`config.mk`:
```
export PLATFORM = sky130hd
export DESIGN_NAME = ctrl_fsm
export DESIGN_NICKNAME = d
export VERILOG_FILES = /design/src/rtl/ctrl_fsm.sv
export SDC_FILE = /design/constraint.sdc
export NUM_CORES = 1
export LEC_CHECK = 0
export BUFFER_PORTS_ARGS = -buffer_cell sky130_fd_sc_hd__buf_4
export CORE_MARGIN = 2
export CORE_UTILIZATION = 47
export DETAILED_ROUTE_END_ITERATION = 16
export HOLD_SLACK_MARGIN = 0.05
export PLACE_DENSITY = 0.8
export SYNTH_ARGS = -nofsm -noshare
export SYNTH_HDL_FRONTEND = slang
export SYNTH_SLANG_ARGS = --single-unit
```
`constraint.sdc`:
```
create_clock -name CLK -period 1.9 [get_ports CLK]
set_input_delay 0.095 -clock CLK [delete_from_list [all_inputs] [get_ports CLK]]
set_output_delay 0.095 -clock CLK [all_outputs]
set_load 0.005 [all_outputs]
```
`src/rtl/ctrl_fsm.sv`:
```
// ctrl_fsm: multi-cycle FETCH/EXEC sequencer for the 8-bit CPU datapath.
// Registers Z/C so that branches test the last ALU result. Also provides a
// programmable WAIT stall, illegal-opcode trapping and a latched HALT.
// Optional feature macro: CTRL_STALL_EN adds mem_ready, which holds FETCH
// until instruction memory is ready.
module ctrl_fsm #(
    parameter int OPW     = 4,
    parameter int ALUSELW = 4,
    parameter int WAITW   = 4
) (
    input  logic               CLK,
    input  logic               CLB,
    input  logic               run,
    input  logic [OPW-1:0]     opcode,
    input  logic [WAITW-1:0]   imm,
    input  logic               Z,
    input  logic               C,
`ifdef CTRL_STALL_EN
    input  logic               mem_ready,
`endif
    output logic               LoadIR,
    output logic               IncPC,
    output logic               SelPC,
    output logic               LoadPC,
    output logic               LoadReg,
    output logic               LoadAcc,
    output logic [1:0]         SelAcc,
    output logic [ALUSELW-1:0] SelALU,
    output logic               LoadFlags,
    output logic [1:0]         state,
    output logic               halted,
    output logic               illegal
);

    typedef enum logic [1:0] {
        S_IDLE  = 2'd0,
        S_FETCH = 2'd1,
        S_EXEC  = 2'd2,
        S_HALT  = 2'd3
    } state_t;

    state_t           r_state;
    state_t           w_next;
    logic             r_zf;
    logic             r_cf;
    logic             r_illegal;
    logic [WAITW-1:0] r_cnt;
    logic             w_ready;
    logic             w_upper;
    logic             w_illegal;
    logic [3:0]       w_op;

`ifdef CTRL_STALL_EN
    assign w_ready = mem_ready;
`else
    assign w_ready = 1'b1;
`endif

    // Any set opcode bit above bit 3 makes the instruction illegal.
    if (OPW > 4) begin : g_upper
        assign w_upper = |opcode[OPW-1:4];
    end else begin : g_no_upper
        assign w_upper = 1'b0;
    end

    assign w_op      = opcode[3:0];
    assign w_illegal = w_upper | (w_op == 4'h9) | (w_op == 4'hE);

    assign state   = r_state;
    assign halted  = (r_state == S_HALT);
    assign illegal = r_illegal;

    // Next-state and strobe decode; every strobe defaults to 0.
    always_comb begin
        w_next    = r_state;
        LoadIR    = 1'b0;
        IncPC     = 1'b0;
        SelPC     = 1'b0;
        LoadPC    = 1'b0;
        LoadReg   = 1'b0;
        LoadAcc   = 1'b0;
        SelAcc    = 2'b00;
        SelALU    = '0;
        LoadFlags = 1'b0;
        case (r_state)
            S_IDLE: begin
                if (run) w_next = S_FETCH;
            end
            S_FETCH: begin
                if (w_ready) begin
                    LoadIR = 1'b1;
                    w_next = S_EXEC;
                end
            end
            S_EXEC: begin
                w_next = S_FETCH;
                if (w_illegal) begin
                    w_next = S_HALT;
                end else begin
                    case (w_op)
                        4'h0: begin
                            if (r_cnt == '0) IncPC = 1'b1;
                            else             w_next = S_EXEC;
                        end
                        4'h1: begin LoadAcc = 1'b1; IncPC = 1'b1; SelALU = ALUSELW'(4'b1000); LoadFlags = 1'b1; end
                        4'h2: begin LoadAcc = 1'b1; IncPC = 1'b1; SelALU = ALUSELW'(4'b1100); LoadFlags = 1'b1; end
                        4'h3: begin LoadAcc = 1'b1; IncPC = 1'b1; SelALU = ALUSELW'(4'b0100); LoadFlags = 1'b1; end
                        4'h4: begin LoadAcc = 1'b1; IncPC = 1'b1; SelAcc = 2'b10; end
                        4'h5: begin LoadReg = 1'b1; IncPC = 1'b1; end
                        4'h6: begin SelPC = 1'b1; LoadPC = r_zf; IncPC = ~r_zf; end
                        4'h7: begin LoadPC = r_zf; IncPC = ~r_zf; end
                        4'h8: begin SelPC = 1'b1; LoadPC = r_cf; IncPC = ~r_cf; end
                        4'hA: begin LoadPC = r_cf; IncPC = ~r_cf; end
                        4'hB: begin LoadAcc = 1'b1; IncPC = 1'b1; SelALU = ALUSELW'(4'b0011); LoadFlags = 1'b1; end
                        4'hC: begin LoadAcc = 1'b1; IncPC = 1'b1; SelALU = ALUSELW'(4'b0001); LoadFlags = 1'b1; end
                        4'hD: begin LoadAcc = 1'b1; IncPC = 1'b1; SelAcc = 2'b11; end
                        default: w_next = S_HALT; // STOP (0x9/0xE caught above)
                    endcase
                end
            end
            default: ; // HALT: only CLB leaves
        endcase
    end

    // State register.
    always_ff @(posedge CLK) begin
        if (CLB) r_state <= S_IDLE;
        else     r_state <= w_next;
    end

    // WAIT counter: load imm on EXEC entry, count down to 0 while in EXEC.
    always_ff @(posedge CLK) begin
        if (CLB)
            r_cnt <= '0;
        else if (r_state == S_FETCH && w_next == S_EXEC)
            r_cnt <= imm;
        else if (r_state == S_EXEC && r_cnt != '0)
            r_cnt <= r_cnt - 1'b1;
    end

    // Flag capture on ALU ops, and the sticky illegal-opcode trap.
    always_ff @(posedge CLK) begin
        if (CLB) begin
            r_zf      <= 1'b0;
            r_cf      <= 1'b0;
            r_illegal <= 1'b0;
        end else if (r_state == S_EXEC) begin
            if (LoadFlags) begin
                r_zf <= Z;
                r_cf <= C;
            end
            if (w_illegal) r_illegal <= 1'b1;
        end
    end

endmodule

```
; ---- Yosys cells after proc, flatten, opt, wreduce, memory -nomap -nowiden
; Cells that the tools add are included.
[totals]
output_inout_bits = 17
wordCells = 76
reg_bits = 9
[op_classes]
n_reduce_logical = 16
n_eq_ne = 18
n_mux = 33
n_addsub = 1
n_bitwise = 3
[ops]
columns = cell, n
row1 = $eq 4x4->1 const B, 7
row2 = $pmux 4 s5, 1
row3 = $mux 1, 18
row4 = $eq 4x3->1 const B, 4
row5 = $mux 4, 4
row6 = $reduce_or 12->1, 1
row7 = $mux 2, 5
row8 = $eq 4x2->1 const B, 2
row9 = $logic_not 4->1, 2
row10 = $pmux 2 s2, 2
row11 = $reduce_or 8->1, 1
row12 = $reduce_or 7->1, 1
row13 = $eq 2x2->1 const B, 3
row14 = $pmux 2 s3, 1
row15 = $reduce_or 2->1, 3
row16 = $reduce_or 5->1, 1
row17 = $eq 4x1->1 const B, 1
row18 = $pmux 1 s4, 1
row19 = $reduce_and 2->1, 2
row20 = $reduce_bool 4->1, 1
row21 = $sub 4x1->4 const B, 1
row22 = $eq 2x1->1 const B, 1
row23 = $logic_and 1x1->1, 2
row24 = $logic_not 2->1, 1
row25 = 4 further kinds, 5

; ---- Logic depth before layout (Yosys ltp)
; Gate-level depths: netlist of run 1.
[logic_depth]
depth_word = 8
depth_mapped = 6

; ---- Least setup slack after synthesis of run 1
; Ideal clock, no wire load.
[synth_path]
path_type = register -> register
startpoint = register r_cnt[0]
endpoint = register (tool-made name)
path_slack_ps = 436
arrival_ps = 1346
path_stages_with_launch = 7
synth_period_minus_slack_ps = 1464
setup_ps = 117
cell_sequence = dfxtp_1 -> inv_1 -> ha_1 -> nor3b_4 -> nor3_1 -> a211o_1 -> a32o_1
[synth_lines]
columns = item, line_no
row1 = start: declaration, 47  ; logic [WAITW-1:0] r_cnt;
row2 = start signal: assignment, 136  ; r_cnt <= imm;
row3 = start signal: assignment, 138  ; r_cnt <= r_cnt - 1'b1;

; ---- Final worst setup path of run 1
[layout_path]
startpoint = register r_cnt[0]
endpoint = output IncPC
[layout_via]
elab_chain_len = 5
[layout_lines]
columns = item, line_no
row1 = $logic_not 4->1, 102  ; if (r_cnt == '0) IncPC = 1'b1;
row2 = $mux 1, 102
row3 = $pmux 1 s4, 100  ; case (w_op)
row4 = $mux 1, 97  ; if (w_illegal) begin
row5 = $mux 1, 85  ; case (r_state)
row6 = end: declaration, 22  ; output logic IncPC,
; No other way between the ends.

==> results of run 1 <==
stage by stage:
stage                     power (mW)  setup slack [ns]  area, um2  instances  hold WS (ns)
final                         0.5854           0.03879       1061        152       0.04977
after CTS                     0.5610           0.02798       1011        148       0.05563
after detailed placement      0.4026            0.1997      977.2        143        0.3328
after floorplan               0.3425            0.4365      768.2        104        0.2310
after global routing          0.6285          -0.04668       1061        152       0.05116
after global placement        0.3972            0.2654      977.2        143        0.3294
report_power, final:
group / switching (mW) / internal (mW)
Sequential: 0.0185 / 0.204
Clock: 0.0728 / 0.0812
Combinational: 0.103 / 0.106
placed cells by master, fill, tap and decap left out, types with 4 or more instances in the layout:
cell / count
nor2_1: 12
a21oi_1: 10
nor2b_1: 4
buf_4: 34
nor3_1: 4
nand2b_1: 4
dfxtp_1: 7
o21ai_0: 8
nand2_1: 5
metal layers:
layer	wire length, um	global-route usage, %	vias to the layer above	share of wire [%]
met2	972	35.29	32	47
met4	37	3.636	0	1.8
met3	141	6.122	5	6.8
met5	0	0	-	0
li1	-	-	445	-
met1	910	30.25	381	44
final timing paths:
kind / startpoint / slack, ns / cells after the start / end
worst max-delay path: r_cnt[0] / 0.04 / 7 / IncPC
worst min-delay path: CLB / 0.05 / 2 / r_cnt[1]
worst max register to register: r_cnt[0] / 0.32 / 7 / flop
worst min register to register: illegal / 0.49 / 2 / illegal
logic make-up after synthesis:
family          Yosys count
compound gates           31
xor+xnor                  2
fa+ha+maj                 2
buf+inv                  11
flops                     9
simple gates             49
worst max-delay path, cell delays in order, from the launching register on:
cell and delay [ns]:
dfxtp_2 0.32, inv_2 0.08, ha_4 0.13, nor3b_4 0.20
nor3_2 0.07, a211o_1 0.30, a221oi_2 0.25, buf_4 0.15
area by class of cell:
class	count	share of cell area [%]
Tap cell	16	1.887
Multi-Input combinational cell	84	52.59
Sequential cell	9	17.22
Inverter	5	1.769
Clock buffer	4	2.476
Timing Repair Buffer	34	24.06
repair_timing:
item,in CTS,in global routing
setup endpoints to repair,1,1
gates resized for setup,0,7
setup buffers,1,4
pin swaps,1,2
==> metrics, run 1 <==
status complete, no violations; Netlist cell types 39; setup tns final 0 ns; Synth Area in Simple Gates 37.79%; Final Hold Viols 0; Relative slew margins 80.16%; ant diodes 0; register area share after synthesis 23.45%; first-pass iteration count of the detailed router 4; crit share post-route 97.96%; register area 182.7 um2; Clock Skew 0.009322 ns; CTS Buf Count 3; Initial DRC Count 22; row count 14; final setup violation count 0; Detailed Route WL 2.061 mm; maximum clock path buffer count 2; adder-cell share of the synthesized area 3.257%; synthesis-to-layout area growth 38.11%; vias in the first global route 705; PortBufs 29; Clock Latency Late Sink 0.27 ns; unrepaired setup endpoints after global routing yes; Synth top area share 23.45%; multi-input logic area 558.0 um2; Final ANT Viol Nets 0; I/O pins 30; syn_area_per_cell 7.387 um2; Initial Util 50.41%; Sink Count 9; Die Y 44.43 um; hold buffers post-CTS 0; cell area after synthesis 768.2 um2; Worst-path clk slew 0.06 ns; Chip Width 44.43 um; P_leak 0.4637 nW; Residual DRC 0; CP Capture Type primary output; Fmax 537.3 MHz; CTS tree yes; VDD IR max 0.5371 mV; Pwr Density 551.7 nW/um2; Synth Area in Compound Gates 27.04%; CP Max Fanout 3; kind of critical path flop to primary output; fin nets 152; synth top area cells dfxtp_1, a21oi_1, nor2_1; commonest cells in the synthesized netlist nor2_1, a21oi_1, dfxtp_1; Min-Delay Path Class primary input to flop; gr ovfl total 0; Core Area 1524 um2; worst-margin pin slew 0.2970 ns; Slew Viols, Final 0; Layout Utilization 69.62%; initial antenna violation count 0; fin crit period 1.861 ns; gpl congestion 0.8294; clock root cell clkbuf_4; most common cell in the netlist nor2_1; Via density 5.678; Post-synth top flop dfxtp_1; drt wl/cell 13.56 um; first-pass GRT wire length 3.263 mm; Post-synth EDFFs 0; largest net degree at the start of global routing 18; largest area contributor in the netlist dfxtp_1; Startpoint Class flop; ys async rst share 0%; fill count 141; overall routing resource usage 22.11%; Synth Register Bits 9; vias 863; Critical Path AT 1.77 ns; syn_nets 119; max cap viols 0; post-synthesis mux area share 0%; H-tree depth 1; Mapped Cells 104; xor-xnor portion of the synthesized cell area 2.280%; Yosys warnings 0; detailed placer's ending HPWL 1.447 mm; die area 1974 um2; Critical Path RT 1.80 ns; share of layout cells above drive strength 1 35.29%; largest family of logic cells by synthesized area simple AND/OR/NAND/NOR gates
Power figures use the tool's default switching activity.
==> inputs of run 2 (changes only) <==
--- a/config.mk
+++ b/config.mk
@@ -6,7 +6,7 @@
 export NUM_CORES = 1
 export LEC_CHECK = 0
 export BUFFER_PORTS_ARGS = -buffer_cell sky130_fd_sc_hd__buf_4
-export CORE_MARGIN = 2
+export CAP_MARGIN = 10
 export CORE_UTILIZATION = 47
 export DETAILED_ROUTE_END_ITERATION = 16
 export HOLD_SLACK_MARGIN = 0.05
==> run 2 against run 1 <==
Against the previous run:
- maximum frequency up 1.0%
- sequential cell count is the same
- hold slack better by 0.0067 ns
- critical path type unchanged
- largest power group unchanged
- non-clock buffer count is 2 lower
- power down 0.78%
==> metrics, run 2 (same netlist as run 1, synthesis figures left out) <==
Clock Skew 0.009561 ns (+0.0002391 ns); clock root cell clkbuf_4; # placed instances 143 (unchanged); worst-margin pin slew 0.3058 ns (+0.008759 ns); max incr delay on CP 0.33 ns (about the same); Via density 5.867 (+3.3%); Relative slew margins 79.59% (-0.58 points); overall routing resource usage 21.40% (-0.71 points); max cap viols 0 (unchanged); CP Capture Type primary output; P_leak 0.4547 nW (-1.9%); ant diodes 0 (unchanged); Pwr Density 555.3 nW/um2 (+0.65%); Die Y 42.43 um (-4.5%); final setup violation count 0 (unchanged); CTS Buf Count 3 (unchanged); Critical Path AT 1.75 ns (-0.02 ns); DP Area 977.2 um2 (unchanged); largest net degree at the start of global routing 18 (unchanged); drt wl/cell 13.38 um (-1.3%); overall power 0.5808 mW (-0.78%); commonest non-fill, non-tap cell in the layout buf_4; first-pass GRT wire length 2.987 mm (-8.5%); Initial DRC Count 25 (+14%); initial antenna violation count 0 (unchanged); die area 1800 um2 (-8.8%); first-pass iteration count of the detailed router 4 (unchanged); gr ovfl total 0 (unchanged); I/O pins 30 (unchanged); slowest CP cell dfxtp_2; fill count 136 (-3.5%); status complete, no violations; Final Instance Count excl. Fillers 150 (-1.3%); final hold slack 0.05652 ns (+0.006749 ns); Startpoint Class flop; gpl congestion 0.8263 (-0.37%); fin nets 150 (-1.3%); crit share post-route 96.95% (-1.0 points); PortBufs 29 (unchanged); CTS tree yes; setup tns final 0 ns (unchanged); detailed placer's ending HPWL 1.325 mm (-8.4%); Clock Latency Late Sink 0.27 ns (about the same); Fmax 542.9 MHz (+1.0%); Final ANT Viol Nets 0 (unchanged); cell family with most CP delay compound AO/OA/AOI/OAI gates; Worst-path clk slew 0.05 ns (about the same); Min-Delay Path Class primary input to flop; share of layout cells above drive strength 1 34.33% (-0.97 points); Initial Util 50.41% (unchanged); Residual DRC 0 (unchanged); Core Area 1524 um2 (unchanged); CP Max Fanout 3 (unchanged); maximum clock path buffer count 2 (unchanged); critical-path cell list inv_2 -> ha_4 -> nor3b_4 -> nor3_2 -> a211o_1 -> a221oi_2 -> buf_4; kind of critical path flop to primary output; vias in the first global route 682 (-3.3%); vias 880 (+2.0%); Chip Width 42.43 um (-4.5%); Critical Path RT 1.80 ns (about the same); Final Hold Viols 0 (unchanged); Detailed Route WL 2.007 mm (-2.6%); Sink Count 9 (unchanged); Design Area, Final 1046 um2 (-1.4%); VDD IR max 0.6502 mV (+21%); Crit path buffers/inverters 2 (unchanged); fin crit period 1.842 ns (-0.01924 ns); synthesis-to-layout area growth 36.16%; row count 14 (unchanged); H-tree depth 1 (unchanged); commonest non-fill, non-tap cells in the layout buf_4, nor2_1, a21oi_1, o21ai_0, dfxtp_1; Slew Viols, Final 0 (unchanged)
[run 2: area by class of cell]
cell class	instances	area, um2	share of cell area (%)
clock buffer	4	26.28	2.512
tap	16	20.02	1.914
timing repair buffer	32	240.2	22.97
multi-input combinational	84	558.0	53.35
sequential	9	182.7	17.46
inverter	5	18.77	1.794
[run 2: worst paths after layout]
path | startpoint | end | slack, ns | cells after the start
min | CLB | r_cnt[1] | 0.06 | 2
max reg2reg | r_cnt[1] | flop | 0.33 | 7
max | r_cnt[1] | IncPC | 0.06 | 7
min reg2reg | r_cf | r_cf | 0.50 | 2
[run 2: metrics by stage]
| step | worst slack, ns | util, % |
|---|---|---|
| after floorplan | 0.4365 | - |
| final | 0.05803 | 68.64 |
| after global routing | -0.03716 | 68.64 |
| after CTS | 0.01378 | 66.34 |
| after detailed placement | 0.2246 | 64.12 |
| after global placement | 0.2689 | 64.12 |
[run 2: report_power, final]
| part | total (mW) | leakage (nW) | internal, mW | switching, mW |
|---|---|---|---|---|
| Clock | 0.150 | 0.0150 | 0.0810 | 0.0688 |
| Combinational | 0.208 | 0.365 | 0.104 | 0.103 |
| Sequential | 0.223 | 0.0745 | 0.204 | 0.0193 |
| Total | 0.581 | 0.455 | 0.389 | 0.191 |
[run 2: layer usage]
layer  track usage [%]  wire length (um)
met1             30.08               896
met2             31.69               989
met5                 0                 0
met4             5.625                 8
met3             6.466               112
[run 2: repair_timing]
action / in CTS / in global routing
buffers inserted: 1 / 2
pin swaps: 0 / 4
hold buffers: 0 / 0
gates resized for setup: 0 / 7
setup endpoints to repair: 1 / 1
cloned: 0 / 0
==> inputs of run 3 (changes only) <==
==> constraint.sdc (replaced) <==
create_clock -name CLK -period 1.8 [get_ports CLK]
set_input_delay 0.09 -clock CLK [delete_from_list [all_inputs] [get_ports CLK]]
set_output_delay 0.09 -clock CLK [all_outputs]
set_load 0.005 [all_outputs]
==> run 3 against run 2 <==
Against the previous run:
- the flow now finishes with violations (setup timing)
- sequential power rose by 5%
- sequential share of layout area fell by 1.3 points
- utilization grew 5.4 points
- design area rose by 7.9%
- first-iteration DRC count up 20%
- die area stayed put
- power is 10% higher
- clock skew decreased by 0.0089 ns
- wire length increased by 11%
- non-clock buffer count rose by 10
- combinational power up 18%
==> metrics, run 3 (same netlist as run 1, synthesis figures left out) <==
die area 1800 um2 (unchanged); Initial DRC Count 30 (+20%); hold_sp imm[1]; unrepaired setup endpoints after global routing yes; Final WS setup -0.06577 ns (-0.1238 ns); critical-path cell list inv_2 -> ha_4 -> nor3b_4 -> nor3_2 -> a211o_1 -> a221oi_2 -> buf_4; Residual DRC 0 (unchanged); synthesis-to-layout area growth 46.91%; P_leak 0.5076 nW (+12%); gpl congestion 0.8113 (-1.8%); Detailed Route WL 2.225 mm (+11%); share of layout cells above drive strength 1 38.89% (+4.6 points); combinational share of power 38.2% (+2.4 points); cell family with most CP delay compound AO/OA/AOI/OAI gates; clock power share 25.4% (-0.4 points); PortBufs 29 (unchanged); Worst-path clk slew 0.07 ns (+0.02 ns); Final Instance Count excl. Fillers 160 (+6.7%); largest net degree at the start of global routing 18 (unchanged); Startpoint Class flop; first-pass iteration count of the detailed router 4 (unchanged); Critical Path RT 1.71 ns (-0.09 ns); H-tree depth 1 (unchanged); CP Capture Type primary output; Initial Util 50.41% (unchanged); Min-Delay Path Class primary input to flop; Fmax 536.0 MHz; CTS Buf Count 3 (unchanged); vias in the first global route 796 (+17%); Pint 0.4271 mW (+9.7%); Relative slew margins 80.80% (+1.2 points); crit share post-route 103.7%; CP Max Fanout 4 (+1); I/O pins 30 (unchanged); Final Hold Viols 0 (unchanged); commonest non-fill, non-tap cells in the layout buf_4, nor2_1, a21oi_1, o21ai_0, dfxtp_1; drt wl/cell 13.91 um (+3.9%); Die Y 42.43 um (unchanged); maximum clock path buffer count 2 (unchanged); Crit Reg-Reg Startpoint r_cnt[0]; Critical Path AT 1.78 ns (+0.03 ns); CTS tree yes; clock root cell clkbuf_4; detailed placer's ending HPWL 1.386 mm (+4.5%); Sw Share 33.45% (+0.48 points); Slew Viols, Final 0 (unchanged); initial antenna violation count 0 (unchanged); VDD IR max 0.6615 mV (+1.7%); fin crit period 1.866 ns; worst-margin pin slew 0.2875 ns (-0.01829 ns); gr ovfl total 0 (unchanged); Seq pwr share 36.5% (-2.0 points); vias 932 (+5.9%); failing checks setup timing; slowest CP cell dfxtp_2; Final ANT Viol Nets 0 (unchanged); Setup WS pre-CTS 0.1347 ns (-0.08995 ns); row count 14 (unchanged); commonest non-fill, non-tap cell in the layout buf_4; # placed instances 144 (+0.70%); ant diodes 0 (unchanged); CP startpoint r_cnt[0]; Sink Count 9 (unchanged); Clock Latency Late Sink 0.26 ns (about the same); final setup violation count 2 (+2); number of cells on the worst reg-to-reg path 11 (+4); number of stages on the worst setup path 7 (unchanged); Pwr Density 568.7 nW/um2 (+2.4%); Chip Width 42.43 um (unchanged); Via density 5.825 (-0.71%); first-pass GRT wire length 3.574 mm (+20%); hold depth 3 (+1); Crit path buffers/inverters 2 (unchanged); final hold slack 0.06574 ns (+0.009225 ns); Clock Skew 0.0006967 ns (-0.008864 ns); status finished, violations left; switching power 0.2146 mW (+12%); max cap viols 0 (unchanged); fin nets 160 (+6.7%); Core Area 1524 um2 (unchanged); kind of critical path flop to primary output; max incr delay on CP 0.34 ns (about the same); overall routing resource usage 25.62% (+4.2 points)
run 3: per-layer routing:
metal	vias up	global-route usage, %	wire, um
met1	427	33.16	953
met4	0	5.625	10
met3	2	5.172	134
met5	-	0	0
met2	39	43.69	1125
li1	464	-	-
run 3: layout make-up:
class	count	area, um2
multi-input combinational	84	563.0
clock buffer	4	26.28
tap	16	20.02
fill	111	395.4
timing repair buffer	42	317.8
sequential	9	182.7
inverter	5	18.77
run 3: final timing paths:
kind	end	slack, ns
max	IncPC	-0.07
min reg2reg	illegal	0.51
min	r_cnt[1]	0.07
max reg2reg	flop	-0.06
run 3: power by group through the flow:
stage	Sequential [mW]	Clock, mW	Combinational [mW]
6_report	0.234	0.163	0.245
3_5_place_dp	0.236	0	0.191
3_3_place_gp	0.235	0	0.186
4_1_cts	0.233	0.165	0.225
5_1_grt	0.237	0.180	0.265
2_1_floorplan	0.234	0	0.127
run 3: stage by stage:
| stage | util, % | TNS, ns | total power [mW] | area [um2] |
|---|---|---|---|---|
| after detailed placement | 64.61 | 0 | 0.4271 | 984.7 |
| final | 74.06 | -0.1283 | 0.6418 | 1129 |
| after CTS | 72.74 | -0.01539 | 0.6234 | 1109 |
| after global routing | 74.06 | -0.2141 | 0.6819 | 1129 |
| after global placement | 64.61 | 0 | 0.4212 | 984.7 |
| after floorplan | - | 0 | 0.3615 | 768.2 |
run 3: tightest hold or removal path, cell delays in order:
cell and delay, ns:
buf_4 0.11, nand2_1 0.04, a21oi_1 0.05
run 3: what timing repair did:
action	CTS	global route
hold buffers	1	0
resized for setup	7	1
pin swaps	4	1
endpoints found under the setup margin	1	2
hold endpoints to repair	1	0
buffers inserted	9	2
